==> src/rtl/glossy_round_sched_if.sv <==
// Handshake and status bundle between glossy_round_sched and its
// controller: enable/config in, start/role/status out.
interface glossy_round_sched_if #(
    parameter int CNT_W = 24
);
    logic             i_enable;
    logic             i_initiator;
    logic [CNT_W-1:0] i_period;
    logic [CNT_W-1:0] i_timeout;
    logic             i_done;
    logic             o_start;
    logic             o_mode;
    logic             o_busy;
    logic             o_timeout;
    logic [7:0]       o_round_cnt;
    logic [7:0]       o_timeout_cnt;

    modport master (
        output i_enable,
        output i_initiator,
        output i_period,
        output i_timeout,
        output i_done,
        input  o_start,
        input  o_mode,
        input  o_busy,
        input  o_timeout,
        input  o_round_cnt,
        input  o_timeout_cnt
    );

    modport slave (
        input  i_enable,
        input  i_initiator,
        input  i_period,
        input  i_timeout,
        input  i_done,
        output o_start,
        output o_mode,
        output o_busy,
        output o_timeout,
        output o_round_cnt,
        output o_timeout_cnt
    );
endinterface

==> src/rtl/glossy_round_sched.sv <==
// glossy_round_sched: periodic start/role generator for glossy_app floods,
// counting completed rounds and detecting rounds that miss their deadline.
module glossy_round_sched #(
    parameter int CNT_W      = 24,
    parameter int MIN_PERIOD = 4
) (
    input  logic                clk,
    input  logic                reset,
    glossy_round_sched_if.slave sif
);
    typedef enum logic [1:0] {
        IDLE,
        START,
        WAIT_DONE,
        WAIT_PERIOD
    } state_t;

    localparam logic [CNT_W-1:0] MIN_P = CNT_W'(MIN_PERIOD);
    localparam logic [CNT_W-1:0] ONE   = CNT_W'(1);

    state_t           state_q;
    state_t           state_d;
    logic [CNT_W-1:0] cnt_q;
    logic [CNT_W-1:0] per_q;
    logic [CNT_W-1:0] tmo_q;
    logic [CNT_W-1:0] per_new;
    logic [CNT_W-1:0] per_m1_new;
    logic [CNT_W-1:0] tmo_new;
    logic             done_q;
    logic             mode_q;
    logic             to_q;
    logic [7:0]       round_q;
    logic [7:0]       tocnt_q;
    logic             run;
    logic             done_edge;
    logic             per_end;
    logic             latch_cfg;
    logic             round_inc;
    logic             to_hit;

    always_comb begin
        run        = sif.i_enable;
        per_new    = (sif.i_period < MIN_P) ? MIN_P : sif.i_period;
        per_m1_new = per_new - ONE;
        tmo_new    = (sif.i_timeout < per_m1_new) ? sif.i_timeout
                                                  : per_m1_new;
        done_edge  = sif.i_done & ~done_q;
        per_end    = (cnt_q == per_q - ONE);
    end

    always_comb begin
        state_d   = state_q;
        latch_cfg = 1'b0;
        round_inc = 1'b0;
        to_hit    = 1'b0;
        unique case (state_q)
            IDLE: begin
                if (run) begin
                    latch_cfg = 1'b1;
                    state_d   = START;
                end
            end
            START: begin
                state_d = WAIT_DONE;
            end
            WAIT_DONE: begin
                // a deadline equal to per-1 ends the round on the
                // last cycle of the period, so restart directly
                if (done_edge) begin
                    round_inc = 1'b1;
                    state_d   = per_end ? START : WAIT_PERIOD;
                end else if (cnt_q >= tmo_q) begin
                    to_hit  = 1'b1;
                    state_d = per_end ? START : WAIT_PERIOD;
                end
            end
            WAIT_PERIOD: begin
                if (per_end) state_d = START;
            end
            default: state_d = IDLE;
        endcase
        if (!run && state_q != IDLE) begin
            state_d   = IDLE;
            round_inc = 1'b0;
            to_hit    = 1'b0;
        end
    end

    always_ff @(posedge clk or negedge reset) begin
        if (!reset) begin
            state_q <= IDLE;
            cnt_q   <= '0;
            per_q   <= '0;
            tmo_q   <= '0;
            done_q  <= 1'b0;
            mode_q  <= 1'b0;
            to_q    <= 1'b0;
            round_q <= '0;
            tocnt_q <= '0;
        end else begin
            state_q <= state_d;
            done_q  <= sif.i_done;
            to_q    <= to_hit;
            if (latch_cfg) begin
                per_q   <= per_new;
                tmo_q   <= tmo_new;
                round_q <= '0;
                tocnt_q <= '0;
            end else begin
                if (round_inc) round_q <= round_q + 8'd1;
                if (to_hit && tocnt_q != 8'hFF) tocnt_q <= tocnt_q + 8'd1;
            end
            if (state_d == START) begin
                cnt_q  <= '0;
                mode_q <= sif.i_initiator;
            end else if (state_d != IDLE) begin
                cnt_q <= cnt_q + ONE;
            end
        end
    end

    always_comb begin
        sif.o_start       = (state_q == START) & run;
        sif.o_busy        = (state_q == START || state_q == WAIT_DONE) & run;
        sif.o_timeout     = to_q & run;
        sif.o_mode        = mode_q;
        sif.o_round_cnt   = round_q;
        sif.o_timeout_cnt = tocnt_q;
    end
endmodule
==> src/flat_wrapper.sv <==
// flat-port wrapper written by rule: the top's interface ports become plain ports
module glossy_round_sched_flat 
#(
    parameter int CNT_W      = 24,
    parameter int MIN_PERIOD = 4
)
  (clk, reset, sif_i_enable, sif_i_initiator, sif_i_period, sif_i_timeout, sif_i_done, sif_o_start, sif_o_mode, sif_o_busy, sif_o_timeout, sif_o_round_cnt, sif_o_timeout_cnt);
  glossy_round_sched_if #(.CNT_W(CNT_W)) sif_i ();
  input  logic clk;
  input  logic reset;
  input wire logic [$bits(sif_i.i_enable)-1:0] sif_i_enable;
  input wire logic [$bits(sif_i.i_initiator)-1:0] sif_i_initiator;
  input wire logic [$bits(sif_i.i_period)-1:0] sif_i_period;
  input wire logic [$bits(sif_i.i_timeout)-1:0] sif_i_timeout;
  input wire logic [$bits(sif_i.i_done)-1:0] sif_i_done;
  output wire logic [$bits(sif_i.o_start)-1:0] sif_o_start;
  output wire logic [$bits(sif_i.o_mode)-1:0] sif_o_mode;
  output wire logic [$bits(sif_i.o_busy)-1:0] sif_o_busy;
  output wire logic [$bits(sif_i.o_timeout)-1:0] sif_o_timeout;
  output wire logic [$bits(sif_i.o_round_cnt)-1:0] sif_o_round_cnt;
  output wire logic [$bits(sif_i.o_timeout_cnt)-1:0] sif_o_timeout_cnt;
  assign sif_i.i_enable = sif_i_enable;
  assign sif_i.i_initiator = sif_i_initiator;
  assign sif_i.i_period = sif_i_period;
  assign sif_i.i_timeout = sif_i_timeout;
  assign sif_i.i_done = sif_i_done;
  assign sif_o_start = sif_i.o_start;
  assign sif_o_mode = sif_i.o_mode;
  assign sif_o_busy = sif_i.o_busy;
  assign sif_o_timeout = sif_i.o_timeout;
  assign sif_o_round_cnt = sif_i.o_round_cnt;
  assign sif_o_timeout_cnt = sif_i.o_timeout_cnt;
  glossy_round_sched #(.CNT_W(CNT_W), .MIN_PERIOD(MIN_PERIOD)) u_core (.clk(clk), .reset(reset), .sif(sif_i));
endmodule
==> config.mk <==
export PLATFORM = sky130hd
export DESIGN_NAME = glossy_round_sched_flat
export DESIGN_NICKNAME = d
export VERILOG_FILES = /design/src/rtl/glossy_round_sched_if.sv /design/src/rtl/glossy_round_sched.sv /design/src/flat_wrapper.sv
export SDC_FILE = /design/constraint.sdc
export NUM_CORES = 1
export LEC_CHECK = 0
export BUFFER_PORTS_ARGS = -buffer_cell sky130_fd_sc_hd__buf_4
export CAP_MARGIN = 20
export CORE_UTILIZATION = 30
export DETAILED_ROUTE_END_ITERATION = 7
export MAX_ROUTING_LAYER = met4
export PLACE_DENSITY_LB_ADDON = 0.2
export SYNTH_ARGS = -nofsm -noshare
export SYNTH_HDL_FRONTEND = slang
export SYNTH_SLANG_ARGS = --single-unit
export TNS_END_PERCENT = 20
==> constraint.sdc <==
create_clock -name clk -period 4.4 [get_ports clk]
set_input_delay 0.66 -clock clk [delete_from_list [all_inputs] [get_ports clk]]
set_output_delay 0.66 -clock clk [all_outputs]
set_load 0.05 [all_outputs]
Word-level counts from Yosys, hierarchy flattened
Cells that the tools add are included.
Widths: inputs -> output; s select.
- add/subtract/negate cells: 5
- eq/ne operators: 6
- reductions and logical operators: 10
- $lt $le $gt $ge: 3
- bitwise logic cells: 5
- mux-type cells: 24
- operators by type and width (kind ; count):
    $mux 24 ; 4
    $sub 24x1->24 const B ; 2
    $mux 8 ; 4
    $add 24x1->24 const B ; 1
    $eq 24x24->1 ; 1
    $ge 24x24->1 ; 1
    $lt 24x24->1 ; 1
    $lt 24x3->1 const B ; 1
    $add 8x1->8 const B ; 2
    $mux 2 ; 6
    $reduce_bool 2->1 ; 5
    $mux 1 ; 9
    $ne 8x8->1 const B ; 1
    $pmux 2 s4 ; 1
    $and 1x1->1 ; 4
    $eq 2x1->1 const B ; 2
    $eq 2x2->1 const B ; 2
    $logic_and 1x1->1 ; 2
    $logic_not 2->1 ; 1
    $logic_not 1->1 ; 1
    $logic_or 1x1->1 ; 1
    $not 1->1 ; 1
- bits in registers: 93
- output and inout port bits: 20
- logic and storage cells: 62
- bits of input ports: 53

Longest topological paths before layout
Gate-level depths: netlist of run 1.
- word-level depth: 10
- depth in mapped cells: 19
- gate-level depth less buffers: 17

Least setup slack after synthesis of run 1
OpenSTA, ideal clock, no wires.
- path kind: in2reg
- start: input sif_i_period[6]
- end: register u_core.tmo_q[10]
- cell stages on the path: 18
- arrival time: 4.740 ns
- path buffers: 2
- data required time: 4.276 ns
- library setup time: 0.124 ns
- path slack: -0.464 ns
- path through: or4_1 nor4_2 nand3_1 o21ai_0 ha_1 nor4b_2 nor2b_1 xnor2_1 ha_1 nand3_1 nor3_1 a221oi_1 o21a_1 o21a_1 buf_1 clkbuf_1 a211oi_1 a211o_1
- longest elaborated chain between the ends: 5
- ends and longest elaborated chain (element ; RTL line ; RTL):
    start: declaration ; flat_wrapper.sv:13 ; input wire logic [$bits(sif_i.i_period)-1:0] sif_i_period;
    $lt 24x3->1 ; glossy_round_sched.sv:43 ; per_new = (sif.i_period < MIN_P) ? MIN_P : sif.i_period;
    $mux 24 (*) ; glossy_round_sched.sv:43 ;
    $sub 24x1->24 (*) ; glossy_round_sched.sv:44 ; per_m1_new = per_new - ONE;
    $lt 24x24->1 ; glossy_round_sched.sv:45 ; tmo_new = (sif.i_timeout < per_m1_new) ? sif.i_timeout
    $mux 24 (*) ; glossy_round_sched.sv:45 ;
    end signal: assignment ; glossy_round_sched.sv:106 ; tmo_q <= tmo_new;
    end: declaration ; glossy_round_sched.sv:25 ; logic [CNT_W-1:0] tmo_q;
Every way passes the cells marked *; elsewhere a longest branch is shown, timed or not.
A chain may end at the register's enable or synchronous reset.

Worst setup path in the final report of run 1
- start: input sif_i_period[3]
- end: register u_core.tmo_q[4]
Same word-level chain as after synthesis.

==> flow_summary.json, run 1 <==
{
  "status": "finished, final reports clean",
  "yosys.area_share.xor_xnor": 0.0736,
  "path_max_fanout": 7,
  "ys_types": 73,
  "setup_viol": 0,
  "synth_seq_cells": 93,
  "r2r_setup_slack_ns": 0.72,
  "hp-class": "input pin to async pin",
  "crit_family": "simple AND/OR/NAND/NOR gates",
  "p_clk_frac": 0.207,
  "clkSinkCount": 93,
  "path_cells": "buf_6 -> or4_4 -> nor4_4 -> nand3_2 -> o21ai_2 -> ha_2 -> nor4b_4 -> nand2_1 -> xor2_2 -> ha_1 -> a21o_1 -> a21o_1 -> a21oi_2 -> o21a_2 -> o21a_4 -> clkbuf_16 -> a211oi_1 -> a211o_1",
  "vias_per_cell": 5.19,
  "period_share": 0.994,
  "synth-seq-area-share": 0.315,
  "die-area_um2": 25200,
  "grt_pass1_wl_mm": 36.3,
  "syn_area_um2": 7380,
  "start_kind": "input pin",
  "worst-path-stages": 18,
  "yosysWarningCount": 0,
  "numCtsBuffers": 9,
  "cts_root_buf": "clkbuf_16",
  "grt_pass1_vias": 6670,
  "synth_compound_area_frac": 0.188,
  "cts_tree": "yes",
  "leakage_nw": 4.09,
  "num_rows": 57,
  "r2r-start": "u_core.per_q[0]",
  "antenna_found_initial": 0,
  "slew_headroom": 0.348,
  "clk_path_buf_depth": 2,
  "synth_top_family_by_area": "simple AND/OR/NAND/NOR gates",
  "yosys-mux-area-fraction": 0.00560,
  "drive_gt1_frac": 0.216,
  "gr-usage-met3": 0.0246,
  "fmax_mhz": 229,
  "crit_path_end": "u_core.tmo_q[4]",
  "synthAdderAreaFrac": 0.0967,
  "final_util": 0.381,
  "tightest_slew_ns": 0.978,
  "skew_ns": 0.0106,
  "seqPwrFrac": 0.336,
  "required_ns": 4.65,
  "drv_cap": 0,
  "arrival_ns": 4.62,
  "rsz0062_at_grt": "yes",
  "peakVddDrop_mv": 0.340,
  "endpoint_kind": "register",
  "switchingPower_mw": 1.84,
  "path_clk_slew_ns": 0.07,
  "syn2layout_area_growth_pct": 25.1,
  "finalWirelength_mm": 23.1,
  "max_stage_delay_ns": 0.58,
  "finalNonFillerCells": 1321,
  "final_cell_mix": "nand2_1, buf_4, dfrtp_1",
  "antenna_left": 0,
  "htree_levels": 3,
  "dp_cells": 1295,
  "period_needed_ns": 4.37,
  "clkLatencyLatePin_ns": 0.35,
  "gp_congestion": 0.847,
  "synthCells": 889,
  "path_common_cell": "a21o_1",
  "synth-simple-area-share": 0.256,
  "post-route-drc-count": 0,
  "hold_violations": 0,
  "ys_async_sr_fraction": 1.00,
  "pin_count": 73,
  "grt_use_met1": 0.250,
  "final_nets": 1103,
  "place_hpwl_mm": 16.9,
  "globalRouteOverflowTotal": 0,
  "critPathSlowestCell": "or4_4",
  "wl_per_cell_um": 17.5,
  "start_util": 0.304,
  "postSynthAreaPerCell_um2": 8.30,
  "grt_usage": 0.186,
  "grt_max_degree": 72,
  "final_max_slew_viol_count": 0,
  "synth-main-ff-cell": "dfrtp_1",
  "port_buffers": 72,
  "place_area_um2": 8570,
  "rr_worst_depth": 11,
  "p_int_mw": 2.32,
  "p_per_area_nw_per_um2": 451,
  "postCtsHoldBufs": 0,
  "use_met2": 0.296,
  "core_um2": 24200,
  "fp.dieH_um": 159,
  "dr.pass1.iters": 5,
  "diodes": 0,
  "final_area_um2": 9230,
  "vias": 6857,
  "fp.dieW_um": 159,
  "syn_nets": 999,
  "netSwitchingFraction": 0.442,
  "synth_edf_count": 0,
  "combPwrFrac": 0.458,
  "drt_iter0_drc": 412,
  "r2r-end": "u_core.cnt_q[15]",
  "cp-startpoint": "sif_i_period[3]",
  "worst-path-buf-inv": 2,
  "layout_commonest_cell": "nand2_1",
  "timing_worst_setup_path_type": "input pin to register",
  "grt_busiest_layer": "met2"
}
## sequential cells by signal, indices dropped and copies added (netlist names)
signal	count
u_core.cnt_q	24
u_core.state_q	2
u_core.sif.o_round_cnt	8
u_core.tmo_q	24
u_core.per_q	24
u_core.sif.o_mode	1
u_core.to_q	1
u_core.done_q	1
u_core.sif.o_timeout_cnt	8
## synthesized netlist by cell type, types with 3 or more instances
master / instances / share of area
nand2_1: 125 / 0.064
a211oi_1: 17 / 0.017
a21oi_1: 24 / 0.016
dfrtp_1: 93 / 0.32
clkbuf_1: 24 / 0.012
o31ai_1: 8 / 0.0081
a21o_1: 14 / 0.014
o41ai_1: 4 / 0.0047
a21boi_0: 6 / 0.0061
and3_1: 7 / 0.0059
o21ai_0: 33 / 0.022
buf_4: 5 / 0.0051
or3_1: 8 / 0.0068
or2_2: 3 / 0.0025
nor3_2: 3 / 0.0041
buf_6: 7 / 0.011
nor2b_1: 7 / 0.0059
o221ai_1: 4 / 0.0047
nor2_1: 68 / 0.035
nor3b_1: 5 / 0.0051
a31oi_1: 11 / 0.0093
o21ai_1: 17 / 0.012
and4_1: 4 / 0.0047
nand4_1: 22 / 0.019
and2_1: 4 / 0.0034
inv_1: 60 / 0.031
buf_1: 5 / 0.0025
xor2_1: 29 / 0.034
ha_1: 57 / 0.097
xnor2_1: 33 / 0.039
o22ai_1: 19 / 0.016
o221ai_2: 5 / 0.010
nand3_1: 19 / 0.013
mux2i_1: 3 / 0.0041
or4_1: 9 / 0.0092
nor4_1: 19 / 0.016
a211o_1: 14 / 0.017
o211ai_1: 4 / 0.0041
nor3_1: 47 / 0.032
## worst reg2reg max path, delay by kind of cell, from the launching register on
kind,cells,cell delay [ns]
AO/OA/AOI/OAI,3,0.96
adder cells (fa/ha/maj),1,0.25
buffers and inverters,2,0.32
flip-flops,1,0.44
AND/OR/NAND/NOR,5,1.57
## stage by stage
step                      hold slack (ns)  setup slack (ns)  TNS [ns]  power (mW)
after floorplan                     0.364           0.00575         0        2.73
after global placement              0.475            -0.329     -6.77        3.24
after detailed placement            0.478            -0.393     -8.16        3.26
after CTS                           0.413           0.00450         0        4.14
after global routing                0.295            -0.109     -1.66        4.49
final                               0.268            0.0278         0        4.17
## how the worst min path moves through the flow
stage	startpoint	endpoint	slack (ns)	cells past startpoint
after detailed placement	u_core.tmo_q[8]	u_core.tmo_q[8]	0.48	1
after global placement	u_core.sif.o_mode	u_core.sif.o_mode	0.47	1
after CTS	sif_i_done	u_core.done_q	0.41	1
after floorplan	reset	u_core.cnt_q[0]	0.36	0
after global routing	reset	u_core.sif.o_timeout_cnt[5]	0.30	1
final	reset	u_core.sif.o_timeout_cnt[5]	0.27	1
## power by group through the flow
stage	combinational (mW)	sequential [mW]	clock, mW
finish	1.91	1.40	0.860
detailed placement	1.84	1.42	0
floorplan	1.44	1.29	0
global placement	1.83	1.41	0
CTS	1.85	1.40	0.887
global route	2.13	1.44	0.911
## routing by layer
layer	wire length (um)	up-vias
met5	0	-
met4	320	0
met3	792	21
met2	10800	134
met1	11200	3282
li1	-	3420
## kinds of logic (layout without fill, tap and decap cells)
logic type,Yosys count,after routing
AND/OR/NAND/NOR,371,371
AO/OA/AOI/OAI,198,198
adder cells (fa/ha/maj),57,57
flip-flops,93,93
multiplexers,4,4
XOR/XNOR,62,62
buffers and inverters,104,212
## area by class of cell
| type | count | area, um2 |
|---|---|---|
| inverters | 60 | 225 |
| clock inverters | 5 | 85.1 |
| flip-flops and latches | 93 | 2330 |
| repair buffers | 137 | 1190 |
| fillers | 2560 | 15000 |
| multi-input cells | 692 | 4770 |
| clock buffers | 10 | 229 |
| well taps | 324 | 405 |
## timing repair
item                       CTS  global route
pin swaps                    0            23
setup buffers                0             5
gates resized for setup      1            40
setup endpoints to repair   11            24
cloned                       0             5
Note: power is estimated with default switching activity, not from simulation.
==> inputs of run 2 (changes only) <==
--- a/config.mk
+++ b/config.mk
@@ -7,8 +7,11 @@
 export LEC_CHECK = 0
 export BUFFER_PORTS_ARGS = -buffer_cell sky130_fd_sc_hd__buf_4
 export CAP_MARGIN = 20
+export CELL_PAD_IN_SITES_DETAIL_PLACEMENT = 1
+export CELL_PAD_IN_SITES_GLOBAL_PLACEMENT = 2
 export CORE_UTILIZATION = 30
 export DETAILED_ROUTE_END_ITERATION = 7
+export GPL_TIMING_DRIVEN = 0
 export MAX_ROUTING_LAYER = met4
 export PLACE_DENSITY_LB_ADDON = 0.2
 export SYNTH_ARGS = -nofsm -noshare
==> run 2 against run 1 <==
  * Setup slack better by 0.023 ns
  * Wire length up 19%
  * Die area unchanged
  * Combinational power up 12%
  * Critical endpoint is now u_core.per_q[0]
==> flow_summary.json, run 2 (same netlist as run 1, synthesis figures left out) <==
{
  "port_buffers": 72,
  "vias": 7190,
  "grt_pass1_vias": 7548,
  "hold_violations": 0,
  "path_clk_slew_ns": 0.07,
  "endpoint_kind": "register",
  "fp.dieW_um": 159,
  "tightest_slew_ns": 0.930,
  "clk_path_buf_depth": 2,
  "slew_headroom": 0.374,
  "required_ns": 4.62,
  "diodes": 0,
  "drv_cap": 0,
  "syn2layout_area_growth_pct": 28.0,
  "postCtsHoldBufs": 0,
  "p_per_area_nw_per_um2": 465,
  "clkSinkCount": 93,
  "dp_cells": 1286,
  "numCtsBuffers": 9,
  "setup_viol": 0,
  "final_cell_mix": "nand2_1, buf_4, dfrtp_1",
  "fp.dieH_um": 159,
  "timing_worst_setup_path_type": "input pin to register",
  "peakVddDrop_mv": 0.212,
  "finalNonFillerCells": 1347,
  "rsz0062_at_grt": "yes",
  "fmax_mhz": 230,
  "drive_gt1_frac": 0.230,
  "globalRouteOverflowTotal": 0,
  "critPathSlowestCell": "or4_4",
  "hp-class": "input pin to async pin",
  "max_stage_delay_ns": 0.55,
  "cts_tree": "yes",
  "antenna_left": 0,
  "final_max_slew_viol_count": 0,
  "status": "finished, final reports clean",
  "core_um2": 24200,
  "cts_root_buf": "clkbuf_16",
  "final_nets": 1128,
  "place_hpwl_mm": 20.6,
  "leakage_nw": 4.17,
  "period_share": 0.988,
  "fill_cells": 2909,
  "period_needed_ns": 4.35,
  "path_max_fanout": 3,
  "skew_ns": 0.0136,
  "finalWirelength_mm": 27.5,
  "final_util": 0.390,
  "layout_commonest_cell": "nand2_1",
  "die-area_um2": 25200,
  "grt_pass1_wl_mm": 43.5,
  "antenna_found_initial": 0,
  "clkLatencyLatePin_ns": 0.37,
  "gp_congestion": 0.832,
  "dr.pass1.iters": 4,
  "grt_usage": 0.229,
  "vias_per_cell": 5.34,
  "htree_levels": 3,
  "post-route-drc-count": 0,
  "drt_iter0_drc": 270,
  "pin_count": 73,
  "grt_max_degree": 49,
  "top_regs": "u_core.cnt_q x24, u_core.per_q x24, u_core.tmo_q x24",
  "num_rows": 57,
  "wl_per_cell_um": 20.4,
  "finalSetupTns_ns": 0,
  "arrival_ns": 4.57,
  "path_common_cell": "buf_4",
  "start_kind": "input pin",
  "start_util": 0.304
}
run 2: timing repair:
item                       4_1_cts  5_1_grt
cloned                           0        1
setup endpoints to repair       24       25
pin swaps                       13       30
gates resized for setup         37       50
buffers inserted                38        7
run 2: metal layers:
metal	global-route usage	wire (um)
met1	0.304	13000
met2	0.368	13100
met3	0.0293	1030
met4	0.0556	391
met5	-	0
run 2: cell type report:
| class | count | area [um2] | area share |
|---|---|---|---|
| multi-input combinational | 692 | 4900 | 0.518 |
| sequential | 93 | 2330 | 0.246 |
| timing repair buffer | 118 | 940 | 0.0995 |
| tap | 324 | 405 | 0.0429 |
| buffer | 44 | 320 | 0.0339 |
| clock buffer | 9 | 225 | 0.0238 |
| inverter | 60 | 225 | 0.0238 |
| clock inverter | 7 | 109 | 0.0115 |
run 2: path summary, 6_finish.rpt:
| check | slack, ns | from | cells past startpoint | endpoint |
|---|---|---|---|---|
| hold reg to reg | 0.49 | u_core.tmo_q[9] | 1 | u_core.tmo_q[9] |
| min in group clk | 0.41 | sif_i_done | 1 | u_core.done_q |
| setup reg to reg | 0.79 | u_core.per_q[0] | 10 | u_core.sif.o_mode |
| setup / recovery | 0.05 | sif_i_period[6] | 32 | u_core.per_q[0] |
| max in group asynchronous | 3.38 | reset | 2 | u_core.per_q[21] |
| hold / removal | 0.33 | reset | 1 | u_core.cnt_q[3] |
run 2: stage by stage:
stage / hold WS (ns) / cell area [um2] / total power, mW / setup slack, ns
3_3_place_gp: 0.471 / 8370 / 3.38 / -1.60
5_1_grt: 0.383 / 9450 / 4.72 / -0.0215
3_5_place_dp: 0.480 / 8400 / 3.40 / -1.70
2_1_floorplan: 0.364 / 7430 / 2.73 / 0.00575
4_1_cts: 0.361 / 9180 / 4.39 / -0.0225
6_report: 0.333 / 9450 / 4.39 / 0.0509
run 2: critical path, delay by kind of cell:
kind | cells | cell delay, ns
buf+inv | 27 | 2.64
simple gates | 3 | 0.95
compound gates | 2 | 0.29
run 2: power by group:
part	leakage (nW)	switching, mW	total [mW]	internal (mW)
sequential	1.21	0.248	1.34	1.09
combinational	2.79	1.33	2.13	0.803
clock	0.165	0.407	0.921	0.514
==> inputs of run 3 (changes only) <==
--- a/config.mk
+++ b/config.mk
@@ -14,6 +14,7 @@
 export GPL_TIMING_DRIVEN = 0
 export MAX_ROUTING_LAYER = met4
 export PLACE_DENSITY_LB_ADDON = 0.2
+export RECOVER_POWER = 50
 export SYNTH_ARGS = -nofsm -noshare
 export SYNTH_HDL_FRONTEND = slang
 export SYNTH_SLANG_ARGS = --single-unit
==> run 3 against run 2 <==
  * The run now ends with max-capacitance violations, max-slew violations left
  * Combinational power hardly changed
  * Die area did not move
  * Via count down 0.36%
  * Critical endpoint unchanged
==> flow_summary.json, run 3 (same netlist as run 1, synthesis figures left out) <==
{
  "leakage_nw": 4.14,
  "final_nets": 1128,
  "grt_pass1_vias": 7548,
  "gp_congestion": 0.832,
  "diodes": 0,
  "syn2layout_area_growth_pct": 27.4,
  "start_kind": "input pin",
  "hold-path-endpoint": "u_core.done_q",
  "finalNonFillerCells": 1347,
  "die-area_um2": 25200,
  "clk_path_buf_depth": 2,
  "violations": "max-capacitance violations, max-slew violations",
  "final_max_slew_viol_count": 47,
  "top_regs": "u_core.cnt_q x24, u_core.per_q x24, u_core.tmo_q x24",
  "wl_per_cell_um": 20.3,
  "timing_worst_setup_path_type": "input pin to register",
  "finalWirelength_mm": 27.4,
  "vias": 7164,
  "vias_per_cell": 5.32,
  "tightest_slew_ns": 2.76,
  "p_per_area_nw_per_um2": 467,
  "multi_input_comb_area_um2": 4900,
  "max_stage_delay_ns": 0.55,
  "start_util": 0.304,
  "fp.dieH_um": 159,
  "period_share": 0.988,
  "port_buffers": 72,
  "final_cell_mix": "nand2_1, buf_4, dfrtp_1",
  "drive_gt1_frac": 0.224,
  "cts_tree": "yes",
  "fill_cells": 2917,
  "grt_usage": 0.229,
  "fmax_mhz": 230,
  "rsz0062_at_grt": "yes",
  "antenna_found_initial": 0,
  "layout_commonest_cell": "nand2_1",
  "htree_levels": 3,
  "setup_viol": 0,
  "critPathSlowestCell": "or4_4",
  "hp-class": "input pin to register",
  "dp_slack_ns": -1.70,
  "arrival_ns": 4.57,
  "cts_root_buf": "clkbuf_16",
  "ff_latch_area_um2": 2330,
  "rr_worst_depth": 10,
  "grt_max_degree": 49,
  "endpoint_kind": "register",
  "hold_path_depth": 1,
  "path_clk_slew_ns": 0.08,
  "antenna_left": 0,
  "core_um2": 24200,
  "globalRouteOverflowTotal": 0,
  "r2r_setup_slack_ns": 0.79,
  "post-route-drc-count": 0,
  "grt_pass1_wl_mm": 43.5,
  "pin_count": 73,
  "place_hpwl_mm": 20.6,
  "clkLatencyLatePin_ns": 0.37,
  "skew_ns": 0.0136,
  "fp.dieW_um": 159,
  "clkSinkCount": 93,
  "path_max_fanout": 3,
  "drv_cap": 1,
  "p_total_mw": 4.39,
  "dp_cells": 1286,
  "num_rows": 57,
  "dr.pass1.iters": 4,
  "peakVddDrop_mv": 0.212,
  "hold_slack_ns": 0.426,
  "hold_path.startpoint": "sif_i_done",
  "r2r-end": "u_core.sif.o_mode",
  "path_common_cell": "buf_4",
  "drt_iter0_drc": 274,
  "numCtsBuffers": 9,
  "status": "finished with violations",
  "period_needed_ns": 4.35,
  "hold_violations": 0,
  "slew_headroom": -0.837,
  "required_ns": 4.62,
  "worst_slack_ns": 0.0525,
  "r2r-start": "u_core.per_q[0]"
}
## run 3: cell types whose count changed in the layout (fill, tap and decap cells not counted), sizes merged
cell / previous run / this run
buf: 139 / 132
clkbuf: 32 / 39
## run 3: worst max-delay path: cells and delay by family
| family | cells | cell delay, ns |
|---|---|---|
| AND/OR/NAND/NOR | 3 | 0.95 |
| AO/OA/AOI/OAI | 2 | 0.29 |
| buffers and inverters | 27 | 2.64 |
## run 3: timing repair
| item | 4_1_cts | 5_1_grt |
|---|---|---|
| hold buffers | 0 | 0 |
| gates resized for setup | 37 | 50 |
| gates cloned | 0 | 1 |
| setup buffers | 38 | 7 |
| endpoints found under the hold margin | 0 | 0 |
| setup endpoints to repair | 24 | 25 |
| pin swaps | 13 | 30 |
## run 3: area by class of cell
cell class,count,share of cell area
clock buffers,9,0.0240
plain buffers,44,0.0341
well taps,324,0.0431
flip-flops and latches,93,0.248
inverters,60,0.0240
repair buffers,118,0.0951
clock inverters,7,0.0116
multi-input cells,692,0.521
## run 3: layer usage
layer	GRT usage	part of all wire	up-vias
met5	-	0	-
met4	0.0556	0.014	0
met3	0.0293	0.037	29
met2	0.368	0.47	113
met1	0.304	0.47	3558
li1	-	-	3464
## run 3: how the worst max path moves through the flow
stage | startpoint | end | slack, ns | depth (start not counted)
after detailed placement | sif_i_period[19] | u_core.tmo_q[6] | -1.70 | 18
after floorplan | sif_i_period[6] | u_core.tmo_q[10] | 0.006 | 18
after global placement | sif_i_period[19] | u_core.tmo_q[6] | -1.60 | 18
after CTS | sif_i_period[5] | u_core.tmo_q[7] | -0.02 | 19
after global routing | sif_i_period[17] | u_core.tmo_q[10] | -0.02 | 20
final | sif_i_period[6] | u_core.per_q[0] | 0.05 | 32
## run 3: report_power, final
part | total [mW] | internal, mW | switching [mW]
Sequential | 1.34 | 1.09 | 0.248
Combinational | 2.13 | 0.796 | 1.33
Clock | 0.922 | 0.514 | 0.409
## run 3: stage by stage
step / util / area, um2 / setup TNS, ns
after floorplan: - / 7430 / 0
after global placement: 0.345 / 8370 / -36.53
after detailed placement: 0.346 / 8400 / -39.09
after CTS: 0.379 / 9180 / -0.0936
after global routing: 0.388 / 9400 / -0.135
final: 0.388 / 9400 / 0
